==> src/rtl/attn_pkg.sv <==
// Shared types and default sizing for the attention-block softmax arbiter.
// Feature macro: SOFTMAX_TIMEOUT_EN (engine watchdog in softmax_row_arbiter).
package attn_pkg;

  localparam int unsigned N_DEF       = 4;
  localparam int unsigned H_DEF       = 4;
  localparam int unsigned WIDTH_DEF   = 32;
  localparam int unsigned FBITS_DEF   = 8;
  localparam int unsigned TIMEOUT_DEF = 1024;

  localparam int unsigned IDX_W = (H_DEF > 1) ? $clog2(H_DEF) : 1;

  typedef enum logic [1:0] {
    IDLE = 2'd0,
    RUN  = 2'd1,
    RESP = 2'd2
  } arb_state_t;

  typedef logic signed [WIDTH_DEF-1:0] elem_t;

endpackage

==> src/rtl/softmax_rr_pick.sv <==
// Round-robin winner select: rotate req by rr_ptr, take lowest set bit, rotate back.
module softmax_rr_pick #(
  parameter int unsigned H  = 4,
  parameter int unsigned IW = 2
) (
  input  logic [H-1:0]  req,
  input  logic [IW-1:0] rr_ptr,
  output logic          any_c,
  output logic [IW-1:0] w_c
);

  logic [2*H-1:0] dbl;
  logic [H-1:0]   rot;
  logic [IW-1:0]  idx;
  logic [IW:0]    sum;

  always_comb begin
    dbl = {req, req} >> rr_ptr;
    rot = dbl[H-1:0];
    idx = '0;
    for (int i = int'(H) - 1; i >= 0; i--) begin
      if (rot[i]) idx = IW'(i);
    end
    sum = (IW+1)'(idx) + (IW+1)'(rr_ptr);
    if (sum >= (IW+1)'(H)) sum = sum - (IW+1)'(H);
    any_c = |req;
    w_c   = sum[IW-1:0];
  end

endmodule

==> src/rtl/softmax_row_arbiter.sv <==
// Shares one row-softmax engine between H requesters, round-robin, one row at a time.
// Optional engine watchdog enabled by defining SOFTMAX_TIMEOUT_EN.
module softmax_row_arbiter
  import attn_pkg::*;
#(
  parameter int unsigned N       = N_DEF,
  parameter int unsigned H       = H_DEF,
  parameter int unsigned WIDTH   = WIDTH_DEF,
  parameter int unsigned FBITS   = FBITS_DEF,
  parameter int unsigned TIMEOUT = TIMEOUT_DEF
) (
  input  logic                               clk,
  input  logic                               rst_n,
  input  logic [H-1:0]                       req,
  input  logic [H-1:0][N-1:0][WIDTH-1:0]     row_in,
  output logic [H-1:0]                       gnt,
  output logic [H-1:0]                       rsp_valid,
  output logic [N-1:0][WIDTH-1:0]            rsp_row,
  output logic                               rsp_err,
  output logic                               busy,
  output logic                               sm_start,
  output logic [N-1:0][WIDTH-1:0]            sm_in,
  input  logic [N-1:0][WIDTH-1:0]            sm_out,
  input  logic                               sm_done
);

  localparam int unsigned IW = (H > 1) ? $clog2(H) : 1;

  // Fixed-point format is carried through untouched; only sanity-check it.
  if (FBITS >= WIDTH) begin : g_bad_fbits
    $error("FBITS must be smaller than WIDTH");
  end
  if (TIMEOUT == 0) begin : g_bad_timeout
    $error("TIMEOUT must be non-zero");
  end

  arb_state_t                state_q, state_d;
  logic [IW-1:0]             rr_ptr_q, rr_ptr_d;
  logic [IW-1:0]             w_q, w_d;
  logic [H-1:0]              gnt_d, rsp_valid_d;
  logic [N-1:0][WIDTH-1:0]   rsp_row_d, sm_in_d;
  logic                      rsp_err_d, sm_start_d, busy_d;
  logic                      any_c;
  logic [IW-1:0]             w_c;
  logic                      tmo_c;

  softmax_rr_pick #(.H(H), .IW(IW)) u_pick (
    .req    (req),
    .rr_ptr (rr_ptr_q),
    .any_c  (any_c),
    .w_c    (w_c)
  );

`ifdef SOFTMAX_TIMEOUT_EN
  localparam int unsigned CW = $clog2(TIMEOUT + 1);

  logic [CW-1:0] cnt_q, cnt_d;

  // Counts RUN cycles; held at zero elsewhere so each RUN starts from 0.
  always_comb begin
    cnt_d = '0;
    if (state_q == RUN) cnt_d = cnt_q + CW'(1);
  end

  always_ff @(posedge clk) begin
    if (!rst_n) cnt_q <= '0;
    else        cnt_q <= cnt_d;
  end

  assign tmo_c = (cnt_q == CW'(TIMEOUT));
`else
  assign tmo_c = 1'b0;
`endif

  always_comb begin
    state_d     = state_q;
    rr_ptr_d    = rr_ptr_q;
    w_d         = w_q;
    gnt_d       = '0;
    rsp_valid_d = '0;
    rsp_err_d   = 1'b0;
    rsp_row_d   = rsp_row;
    sm_start_d  = sm_start;
    sm_in_d     = sm_in;
    unique case (state_q)
      IDLE: begin
        if (any_c) begin
          gnt_d      = H'(1) << w_c;
          sm_in_d    = row_in[w_c];
          sm_start_d = 1'b1;
          w_d        = w_c;
          state_d    = RUN;
        end
      end
      RUN: begin
        // A completion in the same cycle as the watchdog wins.
        if (sm_done) begin
          rsp_row_d   = sm_out;
          rsp_valid_d = H'(1) << w_q;
          sm_start_d  = 1'b0;
          state_d     = RESP;
        end else if (tmo_c) begin
          rsp_row_d   = '0;
          rsp_valid_d = H'(1) << w_q;
          rsp_err_d   = 1'b1;
          sm_start_d  = 1'b0;
          state_d     = RESP;
        end
      end
      RESP: begin
        rr_ptr_d = (w_q == IW'(H - 1)) ? '0 : w_q + IW'(1);
        state_d  = IDLE;
      end
      default: state_d = IDLE;
    endcase
    busy_d = (state_d != IDLE);
  end

  always_ff @(posedge clk) begin
    if (!rst_n) begin
      state_q   <= IDLE;
      rr_ptr_q  <= '0;
      w_q       <= '0;
      gnt       <= '0;
      rsp_valid <= '0;
      rsp_row   <= '0;
      rsp_err   <= 1'b0;
      busy      <= 1'b0;
      sm_start  <= 1'b0;
      sm_in     <= '0;
    end else begin
      state_q   <= state_d;
      rr_ptr_q  <= rr_ptr_d;
      w_q       <= w_d;
      gnt       <= gnt_d;
      rsp_valid <= rsp_valid_d;
      rsp_row   <= rsp_row_d;
      rsp_err   <= rsp_err_d;
      busy      <= busy_d;
      sm_start  <= sm_start_d;
      sm_in     <= sm_in_d;
    end
  end

endmodule

==> config.mk <==
export PLATFORM = sky130hd
export DESIGN_NAME = softmax_row_arbiter
export DESIGN_NICKNAME = d
export VERILOG_FILES = /design/src/rtl/attn_pkg.sv /design/src/rtl/softmax_rr_pick.sv /design/src/rtl/softmax_row_arbiter.sv
export SDC_FILE = /design/constraint.sdc
export NUM_CORES = 1
export LEC_CHECK = 0
export BUFFER_PORTS_ARGS = -buffer_cell sky130_fd_sc_hd__buf_2
export CORE_AREA = 2 2 357 359
export DETAILED_ROUTE_END_ITERATION = 10
export DIE_AREA = 0 0 359 361
export MAX_ROUTING_LAYER = met4
export PLACE_DENSITY = 0.31
export SLEW_MARGIN = 20
export SYNTH_ARGS = -nofsm -noshare
export SYNTH_HDL_FRONTEND = slang
export SYNTH_SLANG_ARGS = --single-unit
==> constraint.sdc <==
create_clock -name clk -period 4.19 [get_ports clk]
set_clock_uncertainty 0.1 [all_clocks]
set_input_delay 0.419 -clock clk [delete_from_list [all_inputs] [get_ports clk]]
set_output_delay 0.419 -clock clk [all_outputs]
set_load 0.01 [all_outputs]
==> summary.txt <==
Run status
  – Status: finished clean

GRT
  – Number of global-route vias before repair: 16.8k
  – Grt ovf: 0
  – Largest net degree at the start of global routing: 136
  – Initial antenna violation count: 9
  – Global-route wire length before repair: 117,000 µm
  – Tot GR Track Use: between 10% and 20%

Worst setup path
  – Most used cell, CP: a221oi_1
  – Setup CP Type: register to register
  – CP required: 4550 ps
  – RR Startpoint: rr_ptr_q[0]$_SDFFE_PN0N_
  – Crit path DAT: 3690 ps
  – Max stage delay on crit path: about 600 ps
  – Crit-path max FO: 38
  – Critical path launch point: rr_ptr_q[0]$_SDFFE_PN0N_
  – Cell chain of the critical path: nor2_1, a221oi_1, o211ai_1, ha_4, xnor2_1, and2_4, buf_12, buf_4, a221oi_1, o221a_1
  – CP endpoint kind: register
  – Worst setup SP type: register
  – Slowest CP cell: dfxtp_1

Floorplanning
  – Row Count: 130
  – Die W: 359 µm
  – Die Ht: approximately 360 µm
  – Starting Density: between 10% and 20%
  – IO Pins: 914
  – Total die area: 130,000 µm²
  – Core ar.: about 130,000 µm²

STA
  – Final period util: approximately four fifths
  – Tightest Pin Transition: 1000 ps
  – Relative slew slack: between 30% and 40%
  – RSZ-0062 raised after global routing: no
  – Fmax: 301 MHz
  – Fin. max-slew vios: 0
  – Setup TNS: 0 ps
  – Minimum clock period: approximately 3300 ps
  – Final setup vio count: 0
  – Final hold violations: 0

CTS
  – Max clock buf depth: 3
  – H-tree levels: 2
  – # Post-CTS Setup Buffers: 0
  – Clock transition at the registers of the reported paths: about 60 ps
  – CTS tree: done
  – Clock tree root buffer cell: clkbuf_16
  – Clk sinks: 272
  – CTS Buf Count: 40
  – Worst skew pair latency: 600 ps

Placed design
  – PortBufs: 912
  – DP HPWL: 61,300 µm
  – RePlAce Congestion: a little over 0.8

Power and ir drop
  – Combinational share of power: between 30% and 40%
  – Clock power share: 37.0%
  – P_sw: around 3.2 mW
  – Reg power frac: 32.3%
  – Pwr Density: around 380 nW/µm²
  – VDD IR max: 269 µV
  – Switching Share: 34.8%
  – Internal: roughly 6 mW
  – Tot Pwr: around 9.3 mW
  – Leak pwr: 10.6 nW

Routing
  – DR WL met3: around 5300 µm
  – First-pass DRT Iterations: 5
  – DRC: 0
  – 1st-iter DRT viols: 796
  – WL per Instance: 19.8 µm
  – Top layer in use: met4
  – Met2 wire length: 40,200 µm
  – Avg Vias per Cell: between 4 and 5
  – ANT nets after route: 0
  – Routed vias: 16.8k
  – Drt total wl: a little over 80,000 µm
  – Met1 WL: 35,100 µm

Cells and area
  – Layout cells sized above 1: ~44%
  – Commonest non-fill, non-tap cell in the layout: buf_2
  – Most frequent cells in the layout: buf_2, dfxtp_1, nand2_1
  – Layout area overhead: 58.9%
  – NumNets Final: 3,138

Synth
  – Syn_area_per_cell: 9.93 µm²
  – Yosys reg bits: 272
  – Synth top area cells: dfxtp_1, mux2i_1, a221oi_1
  – Post-synthesis sequential area ratio: 35.4%
  – Mapped cell area: 15,400 µm²
  – Synthesized Nets: 2,198
  – Leading area contributor after synthesis: dfxtp_1
  – YS warnings: 0
  – Post-synthesis cell type count: 38
  – Cells after Synth: 1,549
  – Share of the synthesized area in the top cell type: between 30% and 40%

Run
  – Max_cap viols: 0

Worst hold path
  – Hold Path Class: input port to register
  – Hold Startpoint: sm_done
## Yosys cell counts
library cell,number
dfxtp_1,272
nand2_1,261
mux2i_1,258
a221oi_1,177
a21boi_0,129
o221a_1,123
clkbuf_1,116
a221oi_2,80
buf_2,57
nor2_1,11
buf_4,10
nor2b_1,7
o221a_2,5
buf_6,4
buf_1,3
nor3_1,3
xnor2_1,3
a21oi_1,2
and2_1,2
ha_1,2
inv_1,2
nand2b_1,2
nand3_1,2
nor3b_1,2
o211ai_1,2
o32ai_1,2
a32o_1,1
a32oi_1,1
and3_1,1
conb_1,1
nor3_2,1
nor4_4,1
o21a_1,1
o21ai_0,1
o311a_1,1
or2_2,1
or3_1,1
or4_1,1
## metrics by stage
| stage | std cells | utilization [%] | setup slack (ps) | area [µm²] | hold slack (ps) |
|---|---|---|---|---|---|
| after global routing | 4172 | 19.5 | 623 | 24400 | 173 |
| final | 4175 | 19.5 | 865 | 24400 | 185 |
| after floorplan | 1549 | - | 1290 | 15400 | 366 |
| after global placement | 3969 | 17.4 | 831 | 21800 | 351 |
| after detailed placement | 3969 | 17.4 | 830 | 21800 | 353 |
| after CTS | 4167 | 19.5 | 842 | 24400 | 139 |
## state kept, by name, indices dropped and copies added (netlist names)
register,count
state_q,2
gnt,4
busy,1
rr_ptr_q,2
sm_in,128
rsp_row,128
w_q,2
sm_start,1
rsp_valid,4
## metal layers
layer  track usage, %  vias up
li1                 -     8002
met1             14.6     8132
met2             20.5      583
met3             3.22       90
met4             3.49        0
met5                -        -
## final timing paths
| kind | end | slack, ps | cells past startpoint |
|---|---|---|---|
| min | state_q[0]$_SDFF_PN0_ | 190 | 3 |
| min reg2reg | rsp_row[42]$_SDFFE_PN0P_ | 360 | 2 |
| max reg2reg | sm_in[57]$_SDFFE_PN0P_ | 860 | 10 |
| max | sm_in[57]$_SDFFE_PN0P_ | 860 | 10 |
## kinds of logic (layout without fill, tap and decap cells)
group                    after synthesis  count (layout)  share of synthesized area, %
AO/OA/AOI/OAI                        525             525                          34.1
XOR/XNOR                               3               3                         0.171
multiplexers                         258             258                          16.8
other                                  1               9                        0.0244
adder cells (fa/ha/maj)                2               2                         0.163
flip-flops                           272             272                          35.4
AND/OR/NAND/NOR                      296             296                          7.72
buffers and inverters                192            1160                          5.59
## power groups by stage
stage,sequential (mW),combinational (mW),clock [mW]
CTS,3.01,2.92,3.64
global placement,3.06,2.82,0
floorplan,3.14,1.51,0
global route,3.04,3.10,3.72
detailed placement,3.06,2.82,0
finish,3.00,2.86,3.45
## critical path, delay by kind of cell (launching register included)
kind                     cells  cell delay, ps
XOR/XNOR                     1             440
AO/OA/AOI/OAI                4             860
adder cells (fa/ha/maj)      1             190
flip-flops                   1             600
buffers and inverters        2             590
AND/OR/NAND/NOR              2             390
## repair_timing
action | in CTS | in global routing
hold endpoints to repair | 128 | 0
hold buffers | 128 | 0
gates resized for setup | 0 | 0
## layout make-up
class	count	area, µm²
multi-input cells	1085	9140
diodes	8	20.0
clock inverters	12	165
repair buffers	1088	6450
well taps	1650	2060
clock buffers	58	1140
fillers	14100	101000
inverters	2	7.51
flip-flops and latches	272	5450
No activity file was read; power rests on OpenSTA's default activity.
